--- src/rtl/gdecoder32.sv ---
// Gray-count bus receiver: decodes to binary and classifies each step as hold, +1 or error.
// Optional saturating error counter enabled with `define GDEC_ERRCNT_EN.
module gdecoder32 #(
  parameter int unsigned W        = 32,
  parameter int unsigned ERRCNT_W = 16
) (
  input  logic                clk,
  input  logic                reset,
  input  logic [W-1:0]        g_in,
  input  logic                g_valid,
  output logic [W-1:0]        bin_out,
  output logic                bin_valid,
  output logic                locked,
  output logic                step_ok,
  output logic                step_hold,
  output logic                step_err,
  output logic [ERRCNT_W-1:0] err_cnt
);

  localparam logic [0:0]   UNLOCKED = 1'b0;
  localparam logic [0:0]   LOCKED   = 1'b1;
  localparam logic [W-1:0] ONE_W    = {{(W-1){1'b0}}, 1'b1};

  logic [W-1:0] g1;
  logic         v1;
  logic [0:0]   state;
  logic [W-1:0] ref_bin;
  logic [W-1:0] b;
  logic [W-1:0] ref_inc;
  logic         is_ok;
  logic         is_hold;
  logic         is_err;

  // Each binary bit is the parity of all Gray bits at or above it.
  always_comb begin
    b = '0;
    for (int i = 0; i < int'(W); i++) begin
      b[i] = ^(g1 >> i);
    end
  end

  always_comb begin
    ref_inc = ref_bin + ONE_W;
    is_ok   = (state == LOCKED) && (b == ref_inc);
    is_hold = (state == LOCKED) && (b == ref_bin) && !is_ok;
    is_err  = (state == LOCKED) && !is_ok && !is_hold;
  end

  assign locked = (state == LOCKED);

  always_ff @(posedge clk) begin
    if (!reset) begin
      g1        <= '0;
      v1        <= 1'b0;
      state     <= UNLOCKED;
      ref_bin   <= '0;
      bin_out   <= '0;
      bin_valid <= 1'b0;
      step_ok   <= 1'b0;
      step_hold <= 1'b0;
      step_err  <= 1'b0;
    end else begin
      v1 <= g_valid;
      if (g_valid) begin
        g1 <= g_in;
      end
      bin_valid <= v1;
      step_ok   <= 1'b0;
      step_hold <= 1'b0;
      step_err  <= 1'b0;
      if (v1) begin
        // Always resync to the latest sample, even after an error.
        bin_out   <= b;
        ref_bin   <= b;
        state     <= LOCKED;
        step_ok   <= is_ok;
        step_hold <= is_hold;
        step_err  <= is_err;
      end
    end
  end

`ifdef GDEC_ERRCNT_EN
  localparam logic [ERRCNT_W-1:0] ONE_E = {{(ERRCNT_W-1){1'b0}}, 1'b1};

  logic [ERRCNT_W-1:0] err_cnt_q;

  always_ff @(posedge clk) begin
    if (!reset) begin
      err_cnt_q <= '0;
    end else if (v1 && is_err && (err_cnt_q != {ERRCNT_W{1'b1}})) begin
      err_cnt_q <= err_cnt_q + ONE_E;
    end
  end

  assign err_cnt = err_cnt_q;
`else
  assign err_cnt = '0;
`endif

endmodule

--- config.mk ---
export PLATFORM = sky130hd
export DESIGN_NAME = gdecoder32
export DESIGN_NICKNAME = d
export VERILOG_FILES = /design/src/rtl/gdecoder32.sv
export SDC_FILE = /design/constraint.sdc
export NUM_CORES = 1
export LEC_CHECK = 0
export ABC_AREA = 1
export CAP_MARGIN = 15
export CORE_MARGIN = 5
export CORE_UTILIZATION = 62
export CTS_BUF_LIST = sky130_fd_sc_hd__clkbuf_4 sky130_fd_sc_hd__clkbuf_8 sky130_fd_sc_hd__clkbuf_16
export DETAILED_ROUTE_END_ITERATION = 6
export PLACE_DENSITY = 0.88
export SLEW_MARGIN = 20
export SYNTH_ARGS = -nofsm -noshare
export SYNTH_HDL_FRONTEND = slang
export SYNTH_SLANG_ARGS = --single-unit
--- constraint.sdc ---
create_clock -name clk -period 3.8 [get_ports clk]
set_input_delay 0.57 -clock clk [delete_from_list [all_inputs] [get_ports clk]]
set_output_delay 0.57 -clock clk [all_outputs]
set_load 0.01 [all_outputs]
== After elaboration in Yosys (flattened, before gate mapping) ==
Index checks and enable logic that the tools add are counted.

* Flip-flop bits (word level): 70
* Output and inout port bits: 53
* Logic and storage cells: 51

* Reductions and logical operators: 40
* Add/sub/neg operators: 1
* Equality and inequality tests: 2

{| class="wikitable"
|+ Operators with widths
! operator !! count
|-
| $reduce_xor A32 Y1 || 32
|-
| $eq A32 B32 Y1 || 2
|-
| $add A32 B1 Y32 const B || 1
|-
| $logic_and A1 B1 Y1 || 5
|-
| $logic_not A1 Y1 || 2
|-
| $reduce_and A2 Y1 || 1
|}

== Depth between registers and ports, before layout ==
Gate-level depths: netlist (run 1).

* Depth after elaboration: 7
* Depth in mapped cells: 20
* Gate-level depth less buffers: 20

== Least setup slack after synthesis (run 1) ==
No wires, ideal clock.

* Path kind: register to register
* From: register ref_bin[1]
* To: register step_err
* Stages on the path, launching flop included: 16
* Setup time: 0.114 ns
* Arrival: 2.044 ns
* Buffers on the path: 0
* Slack: 1.642 ns
* Path through: dfxtp_1 -> ha_1 -> nand3_1 -> nor2_1 -> nand3_1 -> nor2_1 -> nand3_1 -> nand2_1 -> nand2_1 -> nor2_1 -> nand3b_1 -> nand3b_1 -> nor2_1 -> nand3_1 -> nand2_1 -> nor2_1

* Longest elaborated chain between the ends: 7
* Elaborated cells between the ends (all ways): 10
* Classes of those cells: add/sub: 1; eq/ne: 2; reduce/logical: 7

{| class="wikitable"
|+ Ends and longest elaborated chain
! element !! RTL line !! source
|-
| start: declaration || 27 || <nowiki>logic [W-1:0] ref_bin;</nowiki>
|-
| start signal: assignment || 56 || <nowiki>ref_bin <= '0;</nowiki>
|-
| start signal: assignment || 74 || <nowiki>ref_bin <= b;</nowiki>
|-
| $add A32 B1 Y32 || 43 || <nowiki>ref_inc = ref_bin + ONE_W;</nowiki>
|-
| $eq A32 B32 Y1 || 44 || <nowiki>is_ok = (state == LOCKED) && (b == ref_inc);</nowiki>
|-
| $logic_and A1 B1 Y1 || 44 ||
|-
| $logic_not A1 Y1 || 45, 46 ||
|-
| $logic_and A1 B1 Y1 || 45 || <nowiki>is_hold = (state == LOCKED) && (b == ref_bin) && !is_ok;</nowiki>
|-
| $logic_not A1 Y1 || 46 || <nowiki>is_err = (state == LOCKED) && !is_ok && !is_hold;</nowiki>
|-
| $logic_and A1 B1 Y1 (*) || 46 ||
|-
| end signal: assignment || 78 || <nowiki>step_err <= is_err;</nowiki>
|-
| end: declaration || 16 || <nowiki>output logic step_err,</nowiki>
|}

Mark *: on every way between the ends. The rest lies on a longest branch, timed or not.
A chain may end at the register's enable or synchronous reset.

== Final worst setup path (run 1) ==
* From: register ref_bin[1]
* To: register step_hold

* Longest elaborated chain between the ends: 5
* Elaborated cells between the ends (all ways): 7
* Classes of those cells: add/sub: 1; eq/ne: 2; reduce/logical: 4

{| class="wikitable"
|+ Ends and longest elaborated chain
! element !! RTL line !! source
|-
| $add A32 B1 Y32 || 43 ||
|-
| $eq A32 B32 Y1 || 44 ||
|-
| $logic_and A1 B1 Y1 || 44 ||
|-
| $logic_not A1 Y1 || 45 ||
|-
| $logic_and A1 B1 Y1 (*) || 45 ||
|-
| end signal: assignment || 77 || <nowiki>step_hold <= is_hold;</nowiki>
|-
| end: declaration || 15 || <nowiki>output logic step_hold,</nowiki>
|}

Marked as above.

==> results.md, run 1 <==
- Drt first pass iters: 7
- Buffers on Ports: roughly 70
- Antenna-violating nets left: 0
- Die area: between 10000 and 15000 um^2
- Post-Synth XOR/XNOR Area: 0.0364
- # diodes: 0
- Status: finished clean
- Reg2reg start: ref_bin[1]$_SDFFE_PN0P_
- Crit-path max FO: 7
- Post-Syn Instances: between 1000 and 1500
- First-pass GRT wire length: about 38 mm
- Post-Synth Adder-Cell Area: 0.00173
- Root Driver: clkbuf_16
- Prevailing post-synth register cell: dfxtp_1
- Syn Area/Cell: between 5 and 6 um^2
- PostCTS Resize Cnt: 0
- Largest family of logic cells by synthesized area: simple AND/OR/NAND/NOR gates
- Total wire length: ~24 mm
- Clock Tree Buf Depth: 2
- Die W: roughly 120 um
- Pleak: roughly 4.3 nW
- Ys async rst share: 0
- Power density of the placed cells: about 430 nW/um^2
- Max-slew headroom: 0.277
- DP Wirelength: around 19 mm
- Sequential area share after synthesis: 0.194
- Max Slew Vio Count: 0
- Skew final: 0.0104 ns
- Final worst-path cycle share: 0.699
- Via count: approximately 9000
- Die span in y: 118 um
- All-layer global routing usage: 0.334
- Worst skew pair latency: about 0.35 ns
- Share of synthesized area spent on multiplexers: 0
- Area share of the largest cell type after synthesis: 0.366
- Worst IR drop on VDD: a little over 0.3 mV
- Crit path kind: flip-flop to flip-flop
- Yosys warnings: 0
- Drt initial violations: 910
- Min-Delay Path Class: flip-flop to flip-flop
- Cell Rows: 39
- Switching power: around 0.0016 W
- Post-CTS Setup Inserts: 0
- Share of total power in the clock network: 0.282
- Initial Util: 0.633
- Design Power: about 0.0036 W
- Synth top area cells: nand2_1, dfxtp_1, nand3_1
- Post-synth EDFFs: 0
- R2r setup slk: 1.14 ns
- Synth Register Bits: 70
- Compound-gate portion of the synthesized area: 0.0866
- Vias in the first global route: ~8000
- Post-CTS Hold Fix Bufs: 0
- Worst slew pin tran: about 1.1 ns
- WHS Path Cells: 2
- Cell accounting for the most synthesized area: nand2_1
- Synth cell types: 29
- Setup TNS Final: 0 ns
- Max Cap Viol: 0
- Reg power frac: 0.246
- Fmax: between 300 and 400 MHz
- Logic pwr share: 0.472
- Initial antenna violation count: 0
- Internal power: 0.00197 W
- Total grt overflow: 0
- Num ports: 88
- Reg2reg end: step_hold$_SDFF_PN0_
- Gpl congestion: between 1 and 1.5
- Largest net degree at the start of global routing: between 60 and 70
- Min cycle time layout: around 2.7 ns
- WL per Instance: ~15 um
- Remaining DRCs: 0
- Share of layout cells above drive strength 1: 0.0548
- CTS tree: yes
- Reg2Reg Depth: 14
- Num CTS Buffers: 9
- Worst EP required: between 4 and 5 ns
- Worst min-delay path startpoint: locked$_SDFFE_PN0P_
- Startpoint types: flip-flop
- RSZ-0062 raised after global routing: no
- Endpoints failing setup: 0
- Syn Std Cell Area: roughly 7200 um^2
- Nets@finish: between 1000 and 1500
- Hold EP: locked$_SDFFE_PN0P_
- Syn-to-layout area delta: 15.2%
- Final hold violations: 0
- Synth Area in Simple Gates: 0.585
- Htree depth: 3
- Worst setup EP type: flip-flop
- Arr. time, crit path: between 2 and 3 ns
- Sw Share: 0.447
- Core footprint: about 11000 um^2
- Clk pin slew, worst setup/hold paths: ~0.06 ns
- Clock sinks: 70
- Vias per cell: ~5.5
## metal layers
metal / vias to the layer above / wire length, um / GRT usage
met5: - / 0 / 0
met4: 0 / 1310 / 0.185
met3: 86 / 2540 / 0.0788
met2: 464 / 10400 / 0.519
met1: 3843 / 9640 / 0.423
li1: 4470 / - / -
## final cells by class
class                   instances  area [um^2]
multi-input cells            1172         5190
fillers                      1004         3100
flip-flops and latches         70         1400
repair buffers                 74          733
inverters                     128          480
clock buffers                  11          246
well taps                     143          179
clock inverters                 4         95.1
## cell usage after synthesis (10+ instances only)
cell type,number
buf_4,16
nand2_2,33
nand3_1,120
o21ai_0,56
nand2_4,11
inv_1,116
o211ai_1,10
nor2_1,96
inv_2,11
dfxtp_1,70
xor2_1,23
nand2_1,705
a21oi_1,54
nand3b_1,17
clkbuf_1,19
## sequential cells by signal, summed over array words and instances (netlist names)
register / flops
step_hold: 1
v1: 1
g1: 32
ref_bin: 32
bin_valid: 1
step_ok: 1
locked: 1
step_err: 1
## layout by cell type, fill, tap and decap left out, types with 2 or more instances in the layout
cell type        Yosys  layout
and2_1               2       2
nand2_2             33      33
o21ai_0             56      56
nand3_2              5       5
inv_1              116     115
nand4_1              8       8
nand2_4             11      11
nor2_1              96      96
nand2_1            705     705
a21oi_1             54      54
buf_4               16       3
conb_1               1      16
clkbuf_16            0       9
inv_2               11      11
dfxtp_1             70      70
xnor2_1              7       7
nand3_1            120     120
nor3_1               4       4
nand3b_1            17      17
xor2_1              23      23
bufinv_16            0       3
clkinv_1             1       2
clkdlybuf4s50_1      0      71
o211ai_1            10      10
## worst max-delay path, stage by stage (launching register included)
cell      delay [ns]
dfxtp_1         0.44
ha_1            0.25
nand3_1         0.14
nor2_1          0.32
nand3_1         0.21
nor2_1          0.21
nand3_1         0.09
nand2_1         0.07
nand2_1         0.05
nor2_1          0.15
nand3b_1        0.10
nor2_1          0.16
nand4_1         0.14
nor2_1          0.17
nor3_2          0.05
## power groups by stage
stage	combinational (W)	clock [W]	sequential [W]
after global placement	0.00160	0	0.000889
after global routing	0.00187	0.00104	0.000888
after CTS	0.00164	0.00100	0.000875
after detailed placement	0.00162	0	0.000891
after floorplan	0.00117	0	0.000875
final	0.00169	0.00101	0.000880
## logic make-up (layout without fill, tap and decap cells)
group | after synthesis | after routing
AOI/OAI and AO/OA | 120 | 120
adders and majority gates | 1 | 1
and+or+nand+nor | 1005 | 1005
buffers and inverters | 167 | 217
other | 1 | 16
DFF | 70 | 70
xor gates and xnor gates | 30 | 30
## per-stage QoR
stage	setup slack [ns]	util	hold WS [ns]	instance area (um^2)	instances
after floorplan	1.64	-	0.484	7280	1409
after global placement	1.29	0.699	0.459	7980	1587
after detailed placement	1.16	0.699	0.470	7980	1587
after CTS	1.15	0.729	0.480	8320	1602
after global routing	0.903	0.729	0.503	8320	1602
final	1.14	0.729	0.481	8320	1602
## how the worst max path moves through the flow
stage                             from                    to  slack [ns]  cells past startpoint
6_report       ref_bin[1]$_SDFFE_PN0P_  step_hold$_SDFF_PN0_        1.14                     14
4_1_cts        ref_bin[1]$_SDFFE_PN0P_  step_hold$_SDFF_PN0_        1.15                     14
3_3_place_gp   ref_bin[1]$_SDFFE_PN0P_  step_hold$_SDFF_PN0_        1.29                     14
5_1_grt        ref_bin[1]$_SDFFE_PN0P_  step_hold$_SDFF_PN0_        0.90                     16
3_5_place_dp   ref_bin[1]$_SDFFE_PN0P_  step_hold$_SDFF_PN0_        1.16                     14
2_1_floorplan  ref_bin[1]$_SDFFE_PN0P_   step_err$_SDFF_PN0_        1.64                     15
Power figures use the tool's default switching activity.
==> run 2, diff against run 1 <==
--- a/config.mk
+++ b/config.mk
@@ -8,10 +8,10 @@
 export ABC_AREA = 1
 export CAP_MARGIN = 15
 export CORE_MARGIN = 5
-export CORE_UTILIZATION = 62
+export CORE_UTILIZATION = 52
 export CTS_BUF_LIST = sky130_fd_sc_hd__clkbuf_4 sky130_fd_sc_hd__clkbuf_8 sky130_fd_sc_hd__clkbuf_16
 export DETAILED_ROUTE_END_ITERATION = 6
-export PLACE_DENSITY = 0.88
+export PLACE_DENSITY = 0.78
 export SLEW_MARGIN = 20
 export SYNTH_ARGS = -nofsm -noshare
 export SYNTH_HDL_FRONTEND = slang
==> constraint.sdc (replaced) <==
create_clock -name clk -period 2.4 [get_ports clk]
set_input_delay 0.36 -clock clk [delete_from_list [all_inputs] [get_ports clk]]
set_output_delay 0.36 -clock clk [all_outputs]
set_load 0.01 [all_outputs]
==> results.md, run 2 (synthesis gave the netlist of run 1 again) <==
- Endpoints failing setup: 0
- Biggest regs: g1 x32, ref_bin x32
- Largest net degree at the start of global routing: 63
- Multi-input gate area: ~5500 um^2
- Drt initial violations: approximately 850
- Crit path kind: flip-flop to flip-flop
- Reg2reg end: step_hold$_SDFF_PN0_
- Core footprint: approximately 14000 um^2
- Vias per cell: about 5.3
- Die span in y: ~130 um
- Setup TNS Final: 0 ns
- Crit-path max FO: 5
- All-layer global routing usage: 0.312
- Min cycle time layout: 2.34 ns
- Cell Rows: 43
- Reg2Reg Depth: 19
- DP Wirelength: roughly 21 mm
- Finished Core Util: 0.690
- Nets@finish: about 1600
- Clock sinks: 70
- WL per Instance: between 15 and 20 um
- Share of total power in the clock network: 0.257
- Fmax: approximately 430 MHz
- Max Cap Viol: 0
- RSZ-0062 raised after global routing: yes
- Fin area: approximately 9500 um^2
- Vias in the first global route: 8054
- Status: finished clean
- Reg power frac: 0.222
- Worst setup EP type: flip-flop
- Antenna-violating nets left: 0
- CP Launch Point: g1[23]$_SDFFE_PN0P_
- Internal power: 0.00341 W
- Initial antenna violation count: 0
- Crit path to: step_hold$_SDFF_PN0_
- Final hold violations: 0
- Final worst-path cycle share: 0.974
- Root Driver: clkbuf_16
- Fillers: approximately 1300
- Gpl congestion: about 1.0
- Min-Delay Path Class: flip-flop to flip-flop
- Clk pin slew, worst setup/hold paths: about 0.06 ns
- Die area: between 15000 and 20000 um^2
- # diodes: 0
- Worst EP required: 2.64 ns
- CTS tree: yes
- Power density of the placed cells: 650 nW/um^2
- Sw Share: 0.449
- Drt first pass iters: 6
- Most frequent cells in the layout: nand2_1, nand3_1, inv_1
- Num CTS Buffers: 9
- Buffers on Ports: 71
- Total wire length: about 26 mm
- Logic pwr share: 0.521
- Syn-to-layout area delta: 31.7%
- Via count: approximately 9100
- Clock Tree Buf Depth: 2
- Max Slew Vio Count: 0
- DP Area: 8750 um^2
- Die W: roughly 130 um
- Switching power: around 0.0028 W
- Reg2reg start: g1[23]$_SDFFE_PN0P_
- Worst IR drop on VDD: just under 0.4 mV
- Skew final: around 0.013 ns
- Remaining DRCs: 0
- R2r setup slk: around 0.062 ns
- Pleak: between 4 and 5 nW
- Storage element area: between 1000 and 1500 um^2
- Htree depth: 3
- First-pass GRT wire length: 40.3 mm
- Total grt overflow: 0
- Share of layout cells above drive strength 1: 0.207
- Worst skew pair latency: approximately 0.36 ns
- Post-CTS Hold Fix Bufs: 0
- Initial Util: 0.524
- Arr. time, crit path: approximately 2.6 ns
- Num ports: between 80 and 90
- Startpoint types: flip-flop
- Commonest non-fill, non-tap cell in the layout: nand2_1
## run 2: changes by cell type in the layout (fill, tap and decap cells not counted), moves of 19 or more
cell / delta
buf_4: +90
nand2_2: +43
dfxtp_1: -38
dfxtp_2: +36
nor2_1: -21
inv_1: -19
nand2_1: -51
## run 2: stage by stage
step           hold WS, ns  total power (W)  setup WS [ns]  std cells
6_report             0.484          0.00619         0.0623       1732
5_1_grt              0.505          0.00654        -0.0625       1732
2_1_floorplan        0.453          0.00324          0.242       1409
3_5_place_dp         0.473          0.00433         -0.129       1715
4_1_cts              0.482          0.00592       0.000170       1730
3_3_place_gp         0.461          0.00430         -0.139       1715
## run 2: worst min path at each step
| stage | endpoint | cells past startpoint | from | slack (ns) |
|---|---|---|---|---|
| 3_3_place_gp | locked$_SDFFE_PN0P_ | 2 | locked$_SDFFE_PN0P_ | 0.46 |
| 6_report | locked$_SDFFE_PN0P_ | 2 | locked$_SDFFE_PN0P_ | 0.48 |
| 3_5_place_dp | locked$_SDFFE_PN0P_ | 2 | locked$_SDFFE_PN0P_ | 0.47 |
| 4_1_cts | locked$_SDFFE_PN0P_ | 2 | locked$_SDFFE_PN0P_ | 0.48 |
| 2_1_floorplan | v1$_SDFF_PN0_ | 2 | g_valid | 0.45 |
| 5_1_grt | locked$_SDFFE_PN0P_ | 2 | locked$_SDFFE_PN0P_ | 0.51 |
## run 2: layout make-up
class                           count  share of cell area
Multi-Input combinational cell   1172               0.583
Timing Repair Buffer              167               0.154
Sequential cell                    70               0.153
Inverter                          128              0.0510
Clock buffer                        9              0.0237
Tap cell                          180              0.0237
Clock inverter                      6              0.0117
## run 2: metal layers
layer  vias to the layer above  wire length (um)  track usage
li1                       4651                 -            -
met1                      4020             11100        0.405
met2                       386             11900        0.512
met3                        70              2030       0.0467
met4                         0              1250        0.140
met5                         -                 0            0
## run 2: timing repair
item / in CTS / in global routing
gates resized for setup: 14 / 153
setup buffers: 0 / 2
setup endpoints to repair: 3 / 3
cloned: 0 / 0
pin swaps: 0 / 19
## run 2: power groups by stage
| stage | Combinational [W] | Sequential [W] | Clock (W) |
|---|---|---|---|
| final | 0.00322 | 0.00137 | 0.00159 |
| after global placement | 0.00293 | 0.00138 | 0 |
| after floorplan | 0.00186 | 0.00139 | 0 |
| after global routing | 0.00352 | 0.00139 | 0.00164 |
| after CTS | 0.00297 | 0.00136 | 0.00159 |
| after detailed placement | 0.00295 | 0.00138 | 0 |
## run 2: critical path, cell delays in order (launching register included)
cell     delay (ns)
dfxtp_2        0.36
inv_2          0.06
nand2_1        0.06
nand2_1        0.09
nand2_2        0.11
nand2_2        0.08
buf_4          0.14
nand2_1        0.05
nand2_1        0.11
nand2_1        0.09
nand2_1        0.13
buf_4          0.18
nand2_1        0.05
nand2_1        0.08
inv_1          0.07
nand3_1        0.07
nor2_1         0.14
nand4_1        0.15
nor2_2         0.16
nor3_2         0.04
==> run 3, diff against run 2 <==
--- a/config.mk
+++ b/config.mk
@@ -10,6 +10,7 @@
 export CORE_MARGIN = 5
 export CORE_UTILIZATION = 52
 export CTS_BUF_LIST = sky130_fd_sc_hd__clkbuf_4 sky130_fd_sc_hd__clkbuf_8 sky130_fd_sc_hd__clkbuf_16
+export CTS_CLUSTER_DIAMETER = 150
 export DETAILED_ROUTE_END_ITERATION = 6
 export PLACE_DENSITY = 0.78
 export SLEW_MARGIN = 20
==> results of run 3 <==
The final DEF is identical to that of run 2; final timing and power are the same.
